File: src/rtl/stereo_volume_ramp_ctrl.sv
// Zipper-free volume/mute sequencer for the stereo upsampler-with-volume stage.
// Gain moves in STEP increments every TICKS_PER_STEP output samples; soft-mute
// ramps to zero before asserting mute, force_mute cuts to mute immediately.
module stereo_volume_ramp_ctrl #(
    parameter int unsigned STEP           = 1,
    parameter int unsigned TICKS_PER_STEP = 16
) (
    input  logic       clk,
    input  logic       reset_n,
    input  logic [7:0] target_volume,
    input  logic       mute_req,
    input  logic       force_mute,
    input  logic       sample_tick,
    output logic [7:0] volume,
    output logic       mute,
    output logic       busy,
    output logic       muted
);

    localparam int unsigned CNT_W = (TICKS_PER_STEP > 1) ? $clog2(TICKS_PER_STEP) : 1;
    localparam int unsigned VOL_W = 8;

    typedef enum logic [1:0] {
        ST_MUTED = 2'd0,
        ST_RAMP  = 2'd1,
        ST_HOLD  = 2'd2
    } state_t;

    state_t             state;
    state_t             state_nx;
    logic [VOL_W-1:0]   cur_vol;
    logic [VOL_W-1:0]   vol_nx;
    logic [CNT_W-1:0]   cnt;
    logic [CNT_W-1:0]   cnt_nx;

    logic [VOL_W-1:0]   goal_c;
    logic signed [VOL_W:0] diff_c;
    logic [VOL_W:0]     mag_c;
    logic [VOL_W-1:0]   step_vol_c;
    logic               last_tick_c;

    // Goal and the next ramp value: snap to goal when within one step, never overshoot.
    always_comb begin
        goal_c      = mute_req ? '0 : target_volume;
        diff_c      = $signed({1'b0, goal_c}) - $signed({1'b0, cur_vol});
        mag_c       = diff_c[VOL_W] ? (VOL_W+1)'(-diff_c) : (VOL_W+1)'(diff_c);
        last_tick_c = (cnt == CNT_W'(TICKS_PER_STEP - 1));
        if (mag_c <= (VOL_W+1)'(STEP)) begin
            step_vol_c = goal_c;
        end else if (diff_c[VOL_W]) begin
            step_vol_c = cur_vol - VOL_W'(STEP);
        end else begin
            step_vol_c = cur_vol + VOL_W'(STEP);
        end
    end

    // Next-state, next-volume and tick-counter logic.
    always_comb begin
        state_nx = state;
        vol_nx   = cur_vol;
        cnt_nx   = cnt;
        if (force_mute) begin
            state_nx = ST_MUTED;
            vol_nx   = '0;
            cnt_nx   = '0;
        end else begin
            case (state)
                ST_MUTED: begin
                    vol_nx = '0;
                    cnt_nx = '0;
                    if (!mute_req) begin
                        state_nx = ST_RAMP;
                    end
                end
                ST_RAMP: begin
                    if (cur_vol == goal_c) begin
                        cnt_nx   = '0;
                        state_nx = (mute_req && (goal_c == '0)) ? ST_MUTED : ST_HOLD;
                    end else if (sample_tick) begin
                        if (last_tick_c) begin
                            cnt_nx = '0;
                            vol_nx = step_vol_c;
                        end else begin
                            cnt_nx = cnt + CNT_W'(1);
                        end
                    end
                end
                ST_HOLD: begin
                    if (goal_c != cur_vol) begin
                        state_nx = ST_RAMP;
                        cnt_nx   = '0;
                    end
                end
                default: begin
                    state_nx = ST_MUTED;
                    vol_nx   = '0;
                    cnt_nx   = '0;
                end
            endcase
        end
    end

    // State, volume and counter registers plus registered output decode.
    always_ff @(posedge clk or negedge reset_n) begin
        if (!reset_n) begin
            state   <= ST_MUTED;
            cur_vol <= '0;
            cnt     <= '0;
            volume  <= '0;
            mute    <= 1'b1;
            busy    <= 1'b0;
            muted   <= 1'b1;
        end else begin
            state   <= state_nx;
            cur_vol <= vol_nx;
            cnt     <= cnt_nx;
            volume  <= vol_nx;
            mute    <= (state_nx == ST_MUTED);
            busy    <= (state_nx == ST_RAMP);
            muted   <= (state_nx == ST_MUTED);
        end
    end

endmodule

File: config.mk
export PLATFORM = sky130hd
export DESIGN_NAME = stereo_volume_ramp_ctrl
export DESIGN_NICKNAME = d
export VERILOG_FILES = /design/src/rtl/stereo_volume_ramp_ctrl.sv
export SDC_FILE = /design/constraint.sdc
export NUM_CORES = 1
export LEC_CHECK = 0
export ABC_CLOCK_PERIOD_IN_PS = 4700
export CAP_MARGIN = 30
export CORE_MARGIN = 5
export CORE_UTILIZATION = 56
export DETAILED_ROUTE_END_ITERATION = 8
export GPL_TIMING_DRIVEN = 0
export PLACE_DENSITY = 0.8
export SLEW_MARGIN = 20
export SYNTH_ARGS = -nofsm -noshare
export SYNTH_HDL_FRONTEND = slang
export SYNTH_SLANG_ARGS = --single-unit
File: constraint.sdc
create_clock -name clk -period 4.7 [get_ports clk]
set_input_delay 1.41 -clock clk [delete_from_list [all_inputs] [get_ports clk]]
set_output_delay 1.41 -clock clk [all_outputs]
set_load 0.05 [all_outputs]
Yosys cells after proc, flatten, opt, wreduce, memory -nomap -nowiden
Cells that the tools add are included.
- flip-flop bits (word level): 16
- bits of input ports: 13
- ROM bits: 0
- memories kept: 0
- bits in latches: 0
- logic and storage cells: 50
- memory bits (writable): 0
- output and inout port bits: 11
- $mul: 0
- reduce and logical (&&, ||, !) cells: 6
- shift-type cells: 0
- $lt $le $gt $ge: 1
- div/mod/pow operators: 0
- eq/ne operators: 12
- bitwise logic cells: 0
- muxes and demuxes: 21
- add/sub/neg operators: 5
- operator list (operator ; number):
    2-to-1 mux 8 bit ; 7
    2-to-1 mux 4 bit ; 5
    one-hot mux 8 bit (2 select lines) ; 1
    inequality test 3 bit, second input constant ; 4
    2-to-1 mux 2 bit ; 5
    <= comparator 9 x 1 -> 1 bit, second input constant ; 1
    2-to-1 mux 9 bit ; 1
    negator 9 bit ; 1
    subtractor 8 x 8 -> 9 bit ; 1
    adder 8 x 1 -> 8 bit, second input constant ; 1
    equality test 8 bit ; 1
    zero test 8 bit ; 1
    inequality test 8 bit ; 1
    one-hot mux 4 bit (2 select lines) ; 1
    subtractor 8 x 1 -> 8 bit, second input constant ; 1
    one-hot mux 2 bit (3 select lines) ; 1
    adder 4 x 1 -> 4 bit, second input constant ; 1
    equality test 2 x 1 -> 1 bit, second input constant ; 2
    equality test 4 bit, second input constant ; 1
    zero test 2 bit ; 2
    inequality test 4 bit, second input constant ; 1
    AND reduction 4 bit ; 1
    equality test 2 bit, second input constant ; 1
    inequality test 2 bit, second input constant ; 1
    2 further kinds ; 2

Logic depth before layout (Yosys ltp)
Gate-level depths: netlist of run 1.
- depth in word-level cells: 11
- depth in mapped cells: 20
- depth with buffers taken out: 20

Least setup slack after synthesis of run 1
No wires, ideal clock.
- path type: input -> register
- start point: input port mute_req
- end point: register cur_vol[7]
- required time: 4.605 ns
- path slack: 0.082 ns
- stages on the path: 19
- data arrival time: 4.523 ns
- cell sequence: buf_2 -> nor2b_1 -> xnor2_1 -> ha_1 -> nand2b_1 -> a211oi_1 -> a41oi_1 -> o211ai_1 -> inv_1 -> ha_1 -> a21o_1 -> a21oi_1 -> o21bai_1 -> a21oi_1 -> o21bai_1 -> a21oi_1 -> xnor2_1 -> o21a_1 -> o31ai_1
- cells in the longest elaborated chain, start to end: 11
- RTL lines (what ; RTL line ; RTL):
    start: declaration ; 11 ; input logic mute_req,
    2-to-1 mux 8 bit (*) ; 44 ; goal_c = mute_req ? '0 : target_volume;
    subtractor 8 x 8 -> 9 bit ; 45 ; diff_c = $signed({1'b0, goal_c}) - $signed({1'b0, cur_vol});
    negator 9 bit ; 46 ; mag_c = diff_c[VOL_W] ? (VOL_W+1)'(-diff_c) : (VOL_W+1)'(diff_c);
    2-to-1 mux 9 bit ; 46 ;
    <= comparator 9 x 1 -> 1 bit ; 48 ; if (mag_c <= (VOL_W+1)'(STEP)) begin
    2-to-1 mux 8 bit ; 48 ;
    2-to-1 mux 8 bit ; 80 ; if (last_tick_c) begin
    2-to-1 mux 8 bit ; 79 ; end else if (sample_tick) begin
    2-to-1 mux 8 bit ; 76 ; if (cur_vol == goal_c) begin
    one-hot mux 8 bit (2 select lines) ; 67 ; case (state)
    2-to-1 mux 8 bit ; 62 ; if (force_mute) begin
    end signal: assignment ; 115 ; cur_vol <= vol_nx;
    end: declaration ; 31 ; logic [VOL_W-1:0] cur_vol;
Every way passes the cells marked *; elsewhere a longest branch is shown, timed or not. The select of a mux whose other input is x is not followed.
A chain may end at the register's enable or synchronous reset.

Worst setup path after layout of run 1
- start point: input port target_volume[0]
- end point: register cur_vol[6]
- cells in the longest elaborated chain, start to end: 11
- RTL lines (what ; RTL line ; RTL):
    start: declaration ; 10 ; input logic [7:0] target_volume,
    2-to-1 mux 8 bit (*) ; 44 ;
    subtractor 8 x 8 -> 9 bit ; 45 ;
    negator 9 bit ; 46 ;
    2-to-1 mux 9 bit ; 46 ;
    <= comparator 9 x 1 -> 1 bit ; 48 ;
    2-to-1 mux 8 bit ; 48 ;
    2-to-1 mux 8 bit ; 80 ;
    2-to-1 mux 8 bit ; 79 ;
    2-to-1 mux 8 bit ; 76 ;
    one-hot mux 8 bit (2 select lines) ; 67 ;
    2-to-1 mux 8 bit ; 62 ;
Marks and branches as above.

==> summary.md, run 1 <==
| Metric | Value |
|---|---|
| Die Area | `~4700 um2` |
| Min cycle time layout | `approximately 4.5 ns` |
| Pin count of the biggest net entering global routing | `17` |
| Ys async rst share | `100.0%` |
| Flop-to-flop setup slack | `about 1.3 ns` |
| Total gr overflow | `0` |
| Worst Path Arrival | `between 4 and 5 ns` |
| Routed WL | `between 4 and 5 mm` |
| Final Cell Area | `2312 um2` |
| Post-synthesis mux area share | `less than 1%` |
| Routability cong. | `just under 0.9` |
| Port Buffer Count | `23` |
| CP required | `between 4 and 5 ns` |
| Post-synthesis compound-gate area fraction | `approximately 28%` |
| Seq/Total Area, Yosys | `between 20% and 30%` |
| TritonRoute pass-1 iters | `4` |
| Switch Pwr | `between 400 and 500 uW` |
| # H-tree levels | `1` |
| Slew Limit Fails | `0` |
| Clk sinks | `16` |
| Share of post-route cells with drive strength above 1 | `roughly 16%` |
| Combinational share of power | `between 70% and 80%` |
| CP cell instances | `clkdlybuf4s50_1 > nand2_1 > ha_2 > inv_1 > ha_2 > nand2b_1 > a211oi_2 > a41oi_2 > o211ai_1 > inv_2 > buf_4 > fa_2 > a21oi_2 > o21bai_1 > a21oi_1 > nor2_1 > nor2_1 > xnor2_1 > o211ai_1 > o211ai_1` |
| Top cells by area, synth | `dfrtp_1 20%, ha_1 8.5%, xnor2_1 5.1%` |
| Final Setup Violations | `0` |
| Drt wl/cell | `roughly 15 um` |
| GRT Util Overall | `21.52%` |
| VDD IR max | `234.2 uV` |
| Outcome | `finished, final reports clean` |
| Antenna Nets Post-Route | `0` |
| Sequential power share | `a little under a fifth` |
| Most frequent CP cell | `o211ai_1` |
| Post-synthesis simple-gate area fraction | `24.72%` |
| Synthesis Warnings | `0` |
| Slew @ Worst Pin | `between 0.7 and 0.8 ns` |
| Reg-to-Reg Start | `cur_vol[0]` |
| Starting Density | `approximately 57%` |
| Initial antenna violation count | `0` |
| Largest family of logic cells by synthesized area | `compound AO/OA/AOI/OAI gates` |
| Static Leak | `0.9475 nW` |
| Number of global-route vias before repair | `~1700` |
| Core Util, Final | `69.84%` |
| Rows | `21` |
| Mean area per synthesized cell | `between 8 and 9 um2` |
| Hold EP | `cnt[2]` |
| Number of fill cells | `299` |
| DRC | `0` |
| Cell variety after synth | `64` |
| Final hold vios | `0` |
| Slew margin rel. | `around half` |
| Top FF cell, synth | `dfrtp_1` |
| Power density over the cells | `431.6 nW/um2` |
| Post-Syn Area | `around 1900 um2` |
| Via density per instance | `roughly 5.9` |
| Clock transition at path regs | `about 0.11 ns` |
| Worst path top cell family by delay | `compound AO/OA/AOI/OAI gates` |
| HP Class | `reg2reg` |
| Post-Synth Adder-Cell Area | `under 10%` |
| Critical Path Slowest Stage Cell | `clkdlybuf4s50_1` |
| Slowest Stage Delay on Critical Path | `0.45 ns` |
| Global-route wire length before repair | `around 7.7 mm` |
| Total Nets Final | `between 200 and 300` |
| Fin crit share | `95.18%` |
| Worst r2r dst | `cur_vol[1]` |
| CTS tree | `yes` |
| Hold Path Origin | `cnt[2]` |
| Net Sw Frac | `a little under 50%` |
| Die height | `68.30 um` |
| Post-synth EDFFs | `0` |
| Synth top area share | `roughly 20%` |
| Clk Tree Root Cell | `clkbuf_4` |
| Skew final | `roughly 0.010 ns` |
| DRT iter0 DRCs | `approximately 150` |
| Crit-path max FO | `7` |
| Clock power frac | `9.7%` |
| Reg2reg path depth | `13` |
| DP Wirelength | `between 3 and 4 mm` |
| Area Overhead vs Synth | `21.50%` |
| Fmax | `between 200 and 250 MHz` |
| Worst hold slack | `0.5437 ns` |
| Hold depth | `1` |
| Clk_lat worst skew | `~0.30 ns` |
| Area post-placement | `between 2000 and 2500 um2` |
| Synthesized instance count | `approximately 230` |
| Area leader, netlist | `dfrtp_1` |
| CTS max path bufs | `2` |
| Critical Path Sink Type | `flip-flop` |
| N_diodes | `0` |
| Hold buffer count at cts | `0` |
| Syn nets | `approximately 260` |
| I/O Pins | `24` |
| Worst Setup Path Type | `in2reg` |
| Max-capacitance violation count | `0` |
| Core footprint | `between 3000 and 4000 um2` |
| Worst Path Buf+Inv | `4` |
| Num CTS Buffers | `3` |
| Vias | `~1800` |
| Die X | `~70 um` |
| Xor/xnor cell area share of the yosys netlist | `just under 10%` |
| CP Launch Type | `input port` |
| Pint | `between 500 and 600 uW` |
| Seq cells post-synth | `16` |
placed cells by master (no fill, tap or decap), types with 3 or more instances in the layout:
| cell type | Yosys | layout |
|---|---|---|
| clkbuf_4 | 0 | 3 |
| clkbuf_1 | 3 | 3 |
| xor2_1 | 6 | 6 |
| nand2b_1 | 7 | 7 |
| nor2_1 | 16 | 16 |
| nor3_1 | 3 | 3 |
| nand2_1 | 19 | 19 |
| o31ai_1 | 4 | 3 |
| a21oi_2 | 0 | 3 |
| nor4_1 | 3 | 3 |
| o21ai_0 | 13 | 13 |
| a31oi_1 | 4 | 4 |
| o21a_1 | 3 | 3 |
| nor2b_1 | 6 | 5 |
| clkdlybuf4s50_1 | 0 | 21 |
| o21bai_1 | 4 | 4 |
| a21oi_1 | 10 | 7 |
| nand4_1 | 5 | 5 |
| ha_1 | 13 | 11 |
| buf_4 | 1 | 5 |
| nand3_1 | 4 | 4 |
| dfrtp_1 | 15 | 15 |
| buf_2 | 6 | 5 |
| inv_1 | 17 | 15 |
| xnor2_1 | 11 | 10 |
| o211ai_1 | 11 | 11 |
power by group through the flow:
stage	clock network, mW	logic, mW	registers (mW)
floorplan	0	0.472	0.232
finish	0.0963	0.721	0.181
global route	0.105	0.789	0.184
detailed placement	0	0.669	0.183
CTS	0.0979	0.702	0.180
global placement	0	0.660	0.182
metal layers:
metal	global-route usage (%)	routed length, um	vias up
met5	0	0	-
met4	3.474	67	0
met3	3.941	188	11
met2	39.23	2319	34
met1	26.50	1994	863
li1	-	-	923
cell families (layout without fill, tap and decap cells):
kind of cell	Yosys count	in the layout
AOI/OAI and AO/OA	73	73
adders and majority gates	14	14
and+or+nand+nor	81	81
muxes	1	1
DFF	16	16
xor gates and xnor gates	19	19
buffers and inverters	28	59
flip-flops by register name, indices dropped and copies added (netlist names):
register / cells
cnt: 4
busy: 1
state: 2
muted: 1
cur_vol: 8
per-stage QoR:
stage / cells / setup TNS (ns) / total power [mW] / setup WS, ns
3_5_place_dp: 301 / -5.118 / 0.8520 / -1.097
5_1_grt: 309 / -0.003508 / 1.079 / -0.003508
2_1_floorplan: 232 / 0 / 0.7039 / 0.08178
4_1_cts: 308 / 0 / 0.9795 / 0.004887
3_3_place_gp: 301 / -5.042 / 0.8419 / -1.093
6_report: 309 / 0 / 0.9978 / 0.2264
worst reg2reg max path: stages (launching register included):
cell and delay (ns):
dfrtp_1 0.50, ha_2 0.26, inv_1 0.05, ha_2 0.19, nor4b_1 0.15, o21ai_1 0.28, mux2i_1 0.22, o211ai_1 0.12
nor4b_2 0.34, a21oi_1 0.07, a221oi_1 0.37, buf_2 0.29, nor4bb_1 0.09, a311o_1 0.31
synthesized netlist by cell type, types with 2 or more instances:
library cell / number
a211oi_1: 2
a21oi_1: 10
a31oi_1: 4
and4_1: 2
buf_2: 6
clkbuf_1: 3
dfrtp_1: 15
ha_1: 13
inv_1: 17
nand2_1: 19
nand2b_1: 7
nand3_1: 4
nand4_1: 5
nor2_1: 16
nor2b_1: 6
nor3_1: 3
nor4_1: 3
nor4b_1: 2
nor4bb_1: 2
o211ai_1: 11
o21a_1: 3
o21ai_0: 13
o21ai_1: 2
o21bai_1: 4
o311ai_1: 2
o31ai_1: 4
or2_2: 2
xnor2_1: 11
xor2_1: 6
how the worst max path moves through the flow:
stage / from / endpoint / slack (ns) / cells past startpoint
after CTS: mute_req / cur_vol[6] / 0.005 / 18
after global placement: mute_req / cur_vol[7] / -1.09 / 20
after global routing: target_volume[0] / cur_vol[6] / -0.004 / 20
after detailed placement: mute_req / cur_vol[7] / -1.10 / 20
final: target_volume[0] / cur_vol[6] / 0.23 / 20
after floorplan: mute_req / cur_vol[7] / 0.08 / 19
cell type report:
class	count	area [um2]	share of cell area (%)
clock buffer	4	36.28	1.569
timing repair buffer	27	257.7	11.15
tap	46	57.56	2.489
multi-input combinational	188	1429	61.80
buffer	11	66.31	2.868
inverter	17	63.81	2.760
sequential	16	401.6	17.37
timing repair:
item                       4_1_cts  5_1_grt
setup endpoints to repair        8        3
resized for setup                8       12
setup buffers                    3        1
pin swaps                        2        9
Power figures use the tool's default switching activity.
==> inputs of run 2 (changes only) <==
--- a/config.mk
+++ b/config.mk
@@ -7,11 +7,10 @@
 export LEC_CHECK = 0
 export ABC_CLOCK_PERIOD_IN_PS = 4700
 export CAP_MARGIN = 30
-export CORE_MARGIN = 5
-export CORE_UTILIZATION = 56
+export CORE_MARGIN = 3
+export CORE_UTILIZATION = 30
 export DETAILED_ROUTE_END_ITERATION = 8
 export GPL_TIMING_DRIVEN = 0
-export PLACE_DENSITY = 0.8
 export SLEW_MARGIN = 20
 export SYNTH_ARGS = -nofsm -noshare
 export SYNTH_HDL_FRONTEND = slang
==> run 2 against run 1 <==
  * Clock skew shrank 0.0085 ns
  * Core utilization down 29 points
  * Power up 8.8%
  * Critical endpoint is now cur_vol[7]
  * Cell count rose by 12%
  * Flip-flop and latch count did not move
  * Fmax decreased by 0.66%
  * Largest power group unchanged
  * Clock power up 28%
  * Design area increased by 6.9%
  * Combinational power rose by 8.2%
  * Highest routed layer unchanged
==> summary.md, run 2 (synthesized netlist as in run 1, its figures left out) <==
| Metric | Value |
|---|---|
| Outcome | `finished, final reports clean` |
| CP cell instances | `clkbuf_2 > buf_6 > nor2b_4 > xnor2_2 > ha_4 > nand2b_1 > a211oi_2 > a41oi_2 > o211ai_1 > inv_2 > ha_1 > a21o_1 > a21oi_2 > o21bai_1 > a21oi_2 > o21bai_1 > a21oi_2 > xnor2_1 > o21a_1 > o31ai_2` |
| Die height | `between 80 and 90 um` |
| Min cycle time layout | `about 4.5 ns` |
| CTS max path bufs | `2` |
| DRC | `0` |
| Initial antenna violation count | `0` |
| Met2 Use GR | `between 20% and 30%` |
| Busiest grt layer | `met2` |
| DP Wirelength | `roughly 3.7 mm` |
| Rows | `28` |
| Reg-to-Reg Start | `cur_vol[1]` |
| GR met1 Demand/Resource | `between 10% and 20%` |
| Routability cong. | `0.7932` |
| Worst r2r dst | `cur_vol[7]` |
| Critical Path Slowest Stage Cell | `o211ai_1` |
| CP required | `approximately 4.9 ns` |
| Final hold vios | `0` |
| Reg2reg path depth | `17` |
| Final Cell Area | `around 2500 um2` |
| Hold depth | `1` |
| Die Area | `around 7300 um2` |
| CTS tree | `yes` |
| Vias | `1834` |
| Drt wl/cell | `between 10 and 15 um` |
| Setup WS post-layout | `between 0.15 and 0.2 ns` |
| RSZ-0062 raised after global routing | `false` |
| DRT iter0 DRCs | `83` |
| GRT Util Overall | `between 10% and 20%` |
| Number of global-route vias before repair | `1780` |
| Clk Tree Root Cell | `clkbuf_8` |
| Skew final | `0.001687 ns` |
| HP Class | `reg2reg` |
| Pin count of the biggest net entering global routing | `17` |
| Slew Limit Fails | `0` |
| Clock transition at path regs | `approximately 0.060 ns` |
| Via density per instance | `around 5.3` |
| Fmax | `about 220 MHz` |
| Max-capacitance violation count | `0` |
| Area Overhead vs Synth | `29.91%` |
| Worst Path Arrival | `between 4 and 5 ns` |
| Core footprint | `around 6000 um2` |
| CP Launch Type | `input port` |
| Slew margin rel. | `between 50% and 60%` |
| Die X | `~86 um` |
| Crit-path max FO | `10` |
| I/O Pins | `24` |
| Total Nets Final | `298` |
| Antenna Nets Post-Route | `0` |
| Most frequent CP cell | `a21oi_2` |
| Final Setup Violations | `0` |
| Biggest regs | `cur_vol: 8 flops, cnt: 4 flops, state: 2 flops` |
| Most common cell after layout, fill and taps aside | `clkdlybuf4s50_1` |
| Flop-to-flop setup slack | `1.19 ns` |
| # H-tree levels | `1` |
| Critical Path Sink Type | `flip-flop` |
| Hold buffer count at cts | `0` |
| Clk sinks | `16` |
| Hold Path Origin | `cnt[2]` |
| Num CTS Buffers | `3` |
| M3 GR Usage | `less than 1%` |
| Largest register FFs | `8` |
| N_diodes | `0` |
| Clk_lat worst skew | `about 0.25 ns` |
| Worst Setup Path Type | `in2reg` |
| Core Util, Final | `41.03%` |
| Global-route wire length before repair | `between 8 and 9 mm` |
| TritonRoute pass-1 iters | `4` |
| Slew @ Worst Pin | `approximately 0.73 ns` |
| Starting Density | `around a third` |
| Routed WL | `approximately 5 mm` |
| Largest Register | `cur_vol` |
| Fin crit share | `95.82%` |
| Power density over the cells | `around 440 nW/um2` |
| Share of post-route cells with drive strength above 1 | `between 20 and 25%` |
| Area post-placement | `roughly 2200 um2` |
| Hold EP | `cnt[2]` |
| Port Buffer Count | `23` |
| Worst Path Buf+Inv | `3` |
| VDD IR max | `173.4 uV` |
| Worst path top cell family by delay | `compound AO/OA/AOI/OAI gates` |
| Commonest cells after routing, fill and taps aside | `20 x clkdlybuf4s50_1, 18 x nand2_1, 16 x nor2_1` |
| Dpl ws | `-1.333 ns` |
| Static Leak | `between 1 and 1.5 nW` |
| Total gr overflow | `0` |
| Slowest Stage Delay on Critical Path | `0.28 ns` |
## run 2: cell count changes in the layout (fill, tap and decap cells not counted), sizes merged
cell | before | now
clkdlybuf4s50 | 21 | 20
buf | 12 | 19
dlymetal6s2s | 1 | 2
## run 2: worst reg2reg max path, cell delays in order (launching register included)
cell      delay, ns
dfrtp_1        0.52
xnor2_2        0.31
ha_4           0.19
nand2b_1       0.08
a211oi_2       0.24
a41oi_2        0.08
o211ai_1       0.28
inv_2          0.11
ha_1           0.28
a21o_1         0.17
a21oi_2        0.15
o21bai_1       0.11
a21oi_2        0.17
o21bai_1       0.11
a21oi_2        0.17
xnor2_1        0.09
o21a_1         0.12
o31ai_2        0.25
## run 2: how the worst max path moves through the flow
stage / depth (start not counted) / slack [ns] / from / to
after global routing: 20 / 0.02 / mute_req / cur_vol[7]
after global placement: 20 / -1.26 / mute_req / cur_vol[7]
after detailed placement: 20 / -1.33 / mute_req / cur_vol[7]
final: 20 / 0.20 / mute_req / cur_vol[7]
after floorplan: 19 / 0.08 / mute_req / cur_vol[7]
after CTS: 15 / 0.01 / target_volume[1] / cur_vol[1]
## run 2: cell type report
cell class | instances | area, um2
clock buffers | 4 | 55.05
flip-flops and latches | 16 | 401.6
fillers | 624 | 3553
well taps | 75 | 93.84
repair buffers | 35 | 320.3
multi-input cells | 188 | 1473
plain buffers | 10 | 65.06
inverters | 17 | 63.81
## run 2: power by group
group	internal (mW)	leakage [nW]	switching [mW]
Combinational	0.349	0.766	0.431
Sequential	0.156	0.215	0.0265
Clock	0.0744	0.0288	0.0490
Total	0.579	1.01	0.507
## run 2: layer usage
| metal | vias up | part of all wire (%) |
|---|---|---|
| met1 | 861 | 49 |
| li1 | 930 | - |
| met4 | 0 | 1.4 |
| met2 | 38 | 46 |
| met3 | 5 | 3.5 |
| met5 | - | 0 |
## run 2: through the flow
| stage | hold WS, ns | TNS, ns | std cells | power (mW) |
|---|---|---|---|---|
| floorplan | 0.4912 | 0 | 232 | 0.7039 |
| global placement | 0.5233 | -6.095 | 330 | 0.8487 |
| detailed placement | 0.5281 | -6.354 | 330 | 0.8551 |
| CTS | 0.5422 | 0 | 340 | 1.035 |
| global route | 0.5737 | 0 | 345 | 1.176 |
| finish | 0.5409 | 0 | 345 | 1.086 |
## run 2: timing repair
item | in CTS | in global routing
setup endpoints to repair | 8 | 8
setup buffers | 6 | 6
pin swaps | 7 | 12
gates resized for setup | 15 | 14
==> inputs of run 3 (changes only) <==
--- a/config.mk
+++ b/config.mk
@@ -5,7 +5,7 @@
 export SDC_FILE = /design/constraint.sdc
 export NUM_CORES = 1
 export LEC_CHECK = 0
-export ABC_CLOCK_PERIOD_IN_PS = 4700
+export ABC_CLOCK_PERIOD_IN_PS = 4900
 export CAP_MARGIN = 30
 export CORE_MARGIN = 3
 export CORE_UTILIZATION = 30
==> constraint.sdc (replaced) <==
create_clock -name clk -period 4.9 [get_ports clk]
set_input_delay 1.47 -clock clk [delete_from_list [all_inputs] [get_ports clk]]
set_output_delay 1.47 -clock clk [all_outputs]
set_load 0.05 [all_outputs]
==> run 3 against run 2 <==
  * Via count shrank 1.1%
  * Setup slack better by 0.076 ns
  * Sequential power decreased by 5%
  * Global-route usage decreased by 0.10 points
  * Critical path depth unchanged
  * Combinational power shrank 7.7%
  * Design area down 2.8%
  * Power fell by 6.7%
  * First-iteration DRC count grew 11%
  * Non-clock buffer count down 3
  * Die area unchanged
  * Register-to-register slack improved by 0.31 ns
==> summary.md, run 3 (synthesized netlist as in run 1, its figures left out) <==
| Metric | Value |
|---|---|
| Worst hold slack | `between 0.5 and 0.6 ns` |
| Starting Density | `31.58%` |
| Clock transition at path regs | `approximately 0.070 ns` |
| Most common cell after layout, fill and taps aside | `clkdlybuf4s50_1` |
| Worst Setup Path Type | `in2reg` |
| Largest register FFs | `8` |
| CTS max path bufs | `2` |
| Die X | `between 80 and 90 um` |
| Initial antenna violation count | `0` |
| GRT Util Overall | `a little over an eighth` |
| Most frequent CP cell | `a21oi_2` |
| Clk Tree Root Cell | `clkbuf_8` |
| Die height | `about 86 um` |
| Rows | `28` |
| Fin crit share | `94.44%` |
| Commonest cells after routing, fill and taps aside | `21 x clkdlybuf4s50_1, 19 x nand2_1, 16 x nor2_1` |
| Critical Path Sink Type | `flip-flop` |
| Drt wl/cell | `about 14 um` |
| Share of post-route cells with drive strength above 1 | `between 10% and 20%` |
| Antenna Nets Post-Route | `0` |
| TNS Setup | `0 ns` |
| Total Nets Final | `295` |
| Outcome | `finished, final reports clean` |
| HP Class | `reg2reg` |
| Worst Path Arrival | `4.79 ns` |
| Crit-path max FO | `4` |
| Flop-to-flop setup slack | `around 1.5 ns` |
| TritonRoute pass-1 iters | `4` |
| Slew Limit Fails | `0` |
| CTS tree | `yes` |
| Routability cong. | `slightly below 0.8` |
| VDD IR max | `around 160 uV` |
| Setup WS post-layout | `~0.27 ns` |
| Dpl ws | `-1.193 ns` |
| DP Wirelength | `3.673 mm` |
| Fmax | `216.1 MHz` |
| Port Buffer Count | `23` |
| Overall Power | `between 1 and 1.5 mW` |
| DRC | `0` |
| Area Overhead vs Synth | `26.30%` |
| Vias | `about 1800` |
| Via density per instance | `5.301` |
| Slowest Stage Delay on Critical Path | `around 0.47 ns` |
| Core Util, Final | `about 40%` |
| Static Leak | `between 0.9 and 1 nW` |
| Skew final | `between 0.001 and 0.0015 ns` |
| Num CTS Buffers | `3` |
| Slew margin rel. | `between 50% and 60%` |
| Slew @ Worst Pin | `roughly 0.74 ns` |
| Max-capacitance violation count | `0` |
| Global-route wire length before repair | `a little over 8 mm` |
| Min cycle time layout | `4.628 ns` |
| I/O Pins | `24` |
| CP Launch Type | `input port` |
| Routed WL | `around 4.8 mm` |
| Clk sinks | `16` |
| Final Setup Violations | `0` |
| Total gr overflow | `0` |
| Number of global-route vias before repair | `~1800` |
| Hold buffer count at cts | `0` |
| Critical Path Slowest Stage Cell | `clkdlybuf4s50_1` |
| Power density over the cells | `~420 nW/um2` |
| RSZ-0062 raised after global routing | `false` |
| Die Area | `7335 um2` |
| Final hold vios | `0` |
| Largest Register | `cur_vol` |
| CP cell instances | `clkdlybuf4s50_1 > nand2_1 > ha_2 > inv_1 > ha_2 > nand2b_1 > a211oi_2 > a41oi_2 > o211ai_1 > inv_2 > ha_1 > a21o_1 > a21oi_2 > o21bai_1 > a21oi_2 > o21bai_1 > a21oi_2 > xnor2_1 > o21a_1 > o31ai_2` |
| # H-tree levels | `1` |
| N_diodes | `0` |
| DRT iter0 DRCs | `92` |
| Biggest regs | `cur_vol: 8 flops, cnt: 4 flops, state: 2 flops` |
| CP required | `about 5.1 ns` |
| Core footprint | `between 6000 and 7000 um2` |
| Clk_lat worst skew | `roughly 0.25 ns` |
| Pin count of the biggest net entering global routing | `17` |
run 3: area by class of cell:
| cell class | count | area (um2) |
|---|---|---|
| timing repair buffer | 31 | 287.8 |
| inverter | 17 | 63.81 |
| tap | 75 | 93.84 |
| fill | 632 | 3622 |
| sequential | 16 | 401.6 |
| multi-input combinational | 188 | 1436 |
| clock buffer | 4 | 55.05 |
| buffer | 11 | 65.06 |
run 3: path summary, 6_finish.rpt:
kind                             startpoint    endpoint  cells after the start
setup / recovery           target_volume[0]  cur_vol[7]                     20
hold / removal                       cnt[2]      cnt[2]                      1
setup reg to reg                 cur_vol[1]  cur_vol[7]                     17
hold reg to reg                      cnt[2]      cnt[2]                      1
max in group asynchronous           reset_n  cur_vol[5]                      1
min in group asynchronous           reset_n      cnt[1]                      1
run 3: stage by stage:
stage	area [um2]	instances
floorplan	1903	232
global placement	2227	330
detailed placement	2227	330
CTS	2346	339
global route	2404	342
finish	2404	342
run 3: per-layer routing:
metal  track usage (%)  routed length, um  share of wire, %  vias up
li1                  -                  -                 -      929
met1             19.71               2425                51      850
met2             21.12               2170                45       29
met3            0.8646                110               2.3        5
met4             4.748                 64               1.3        0
met5                 0                  0                 0        -
run 3: worst max-delay path, delay by kind of cell:
family / cells / cell delay (ns)
adder cells (fa/ha/maj): 3 / 0.69
AND/OR/NAND/NOR: 2 / 0.19
XOR/XNOR: 1 / 0.09
buffers and inverters: 3 / 0.64
AO/OA/AOI/OAI: 11 / 1.72
run 3: power by group:
part	internal, mW	switching [mW]
Clock	0.0714	0.0485
Sequential	0.150	0.0233
Combinational	0.314	0.406
run 3: repair_timing:
action,CTS,global route
pin swaps,4,6
setup buffers,5,3
hold endpoints to repair,0,0
resized for setup,9,13
setup endpoints to repair,8,8
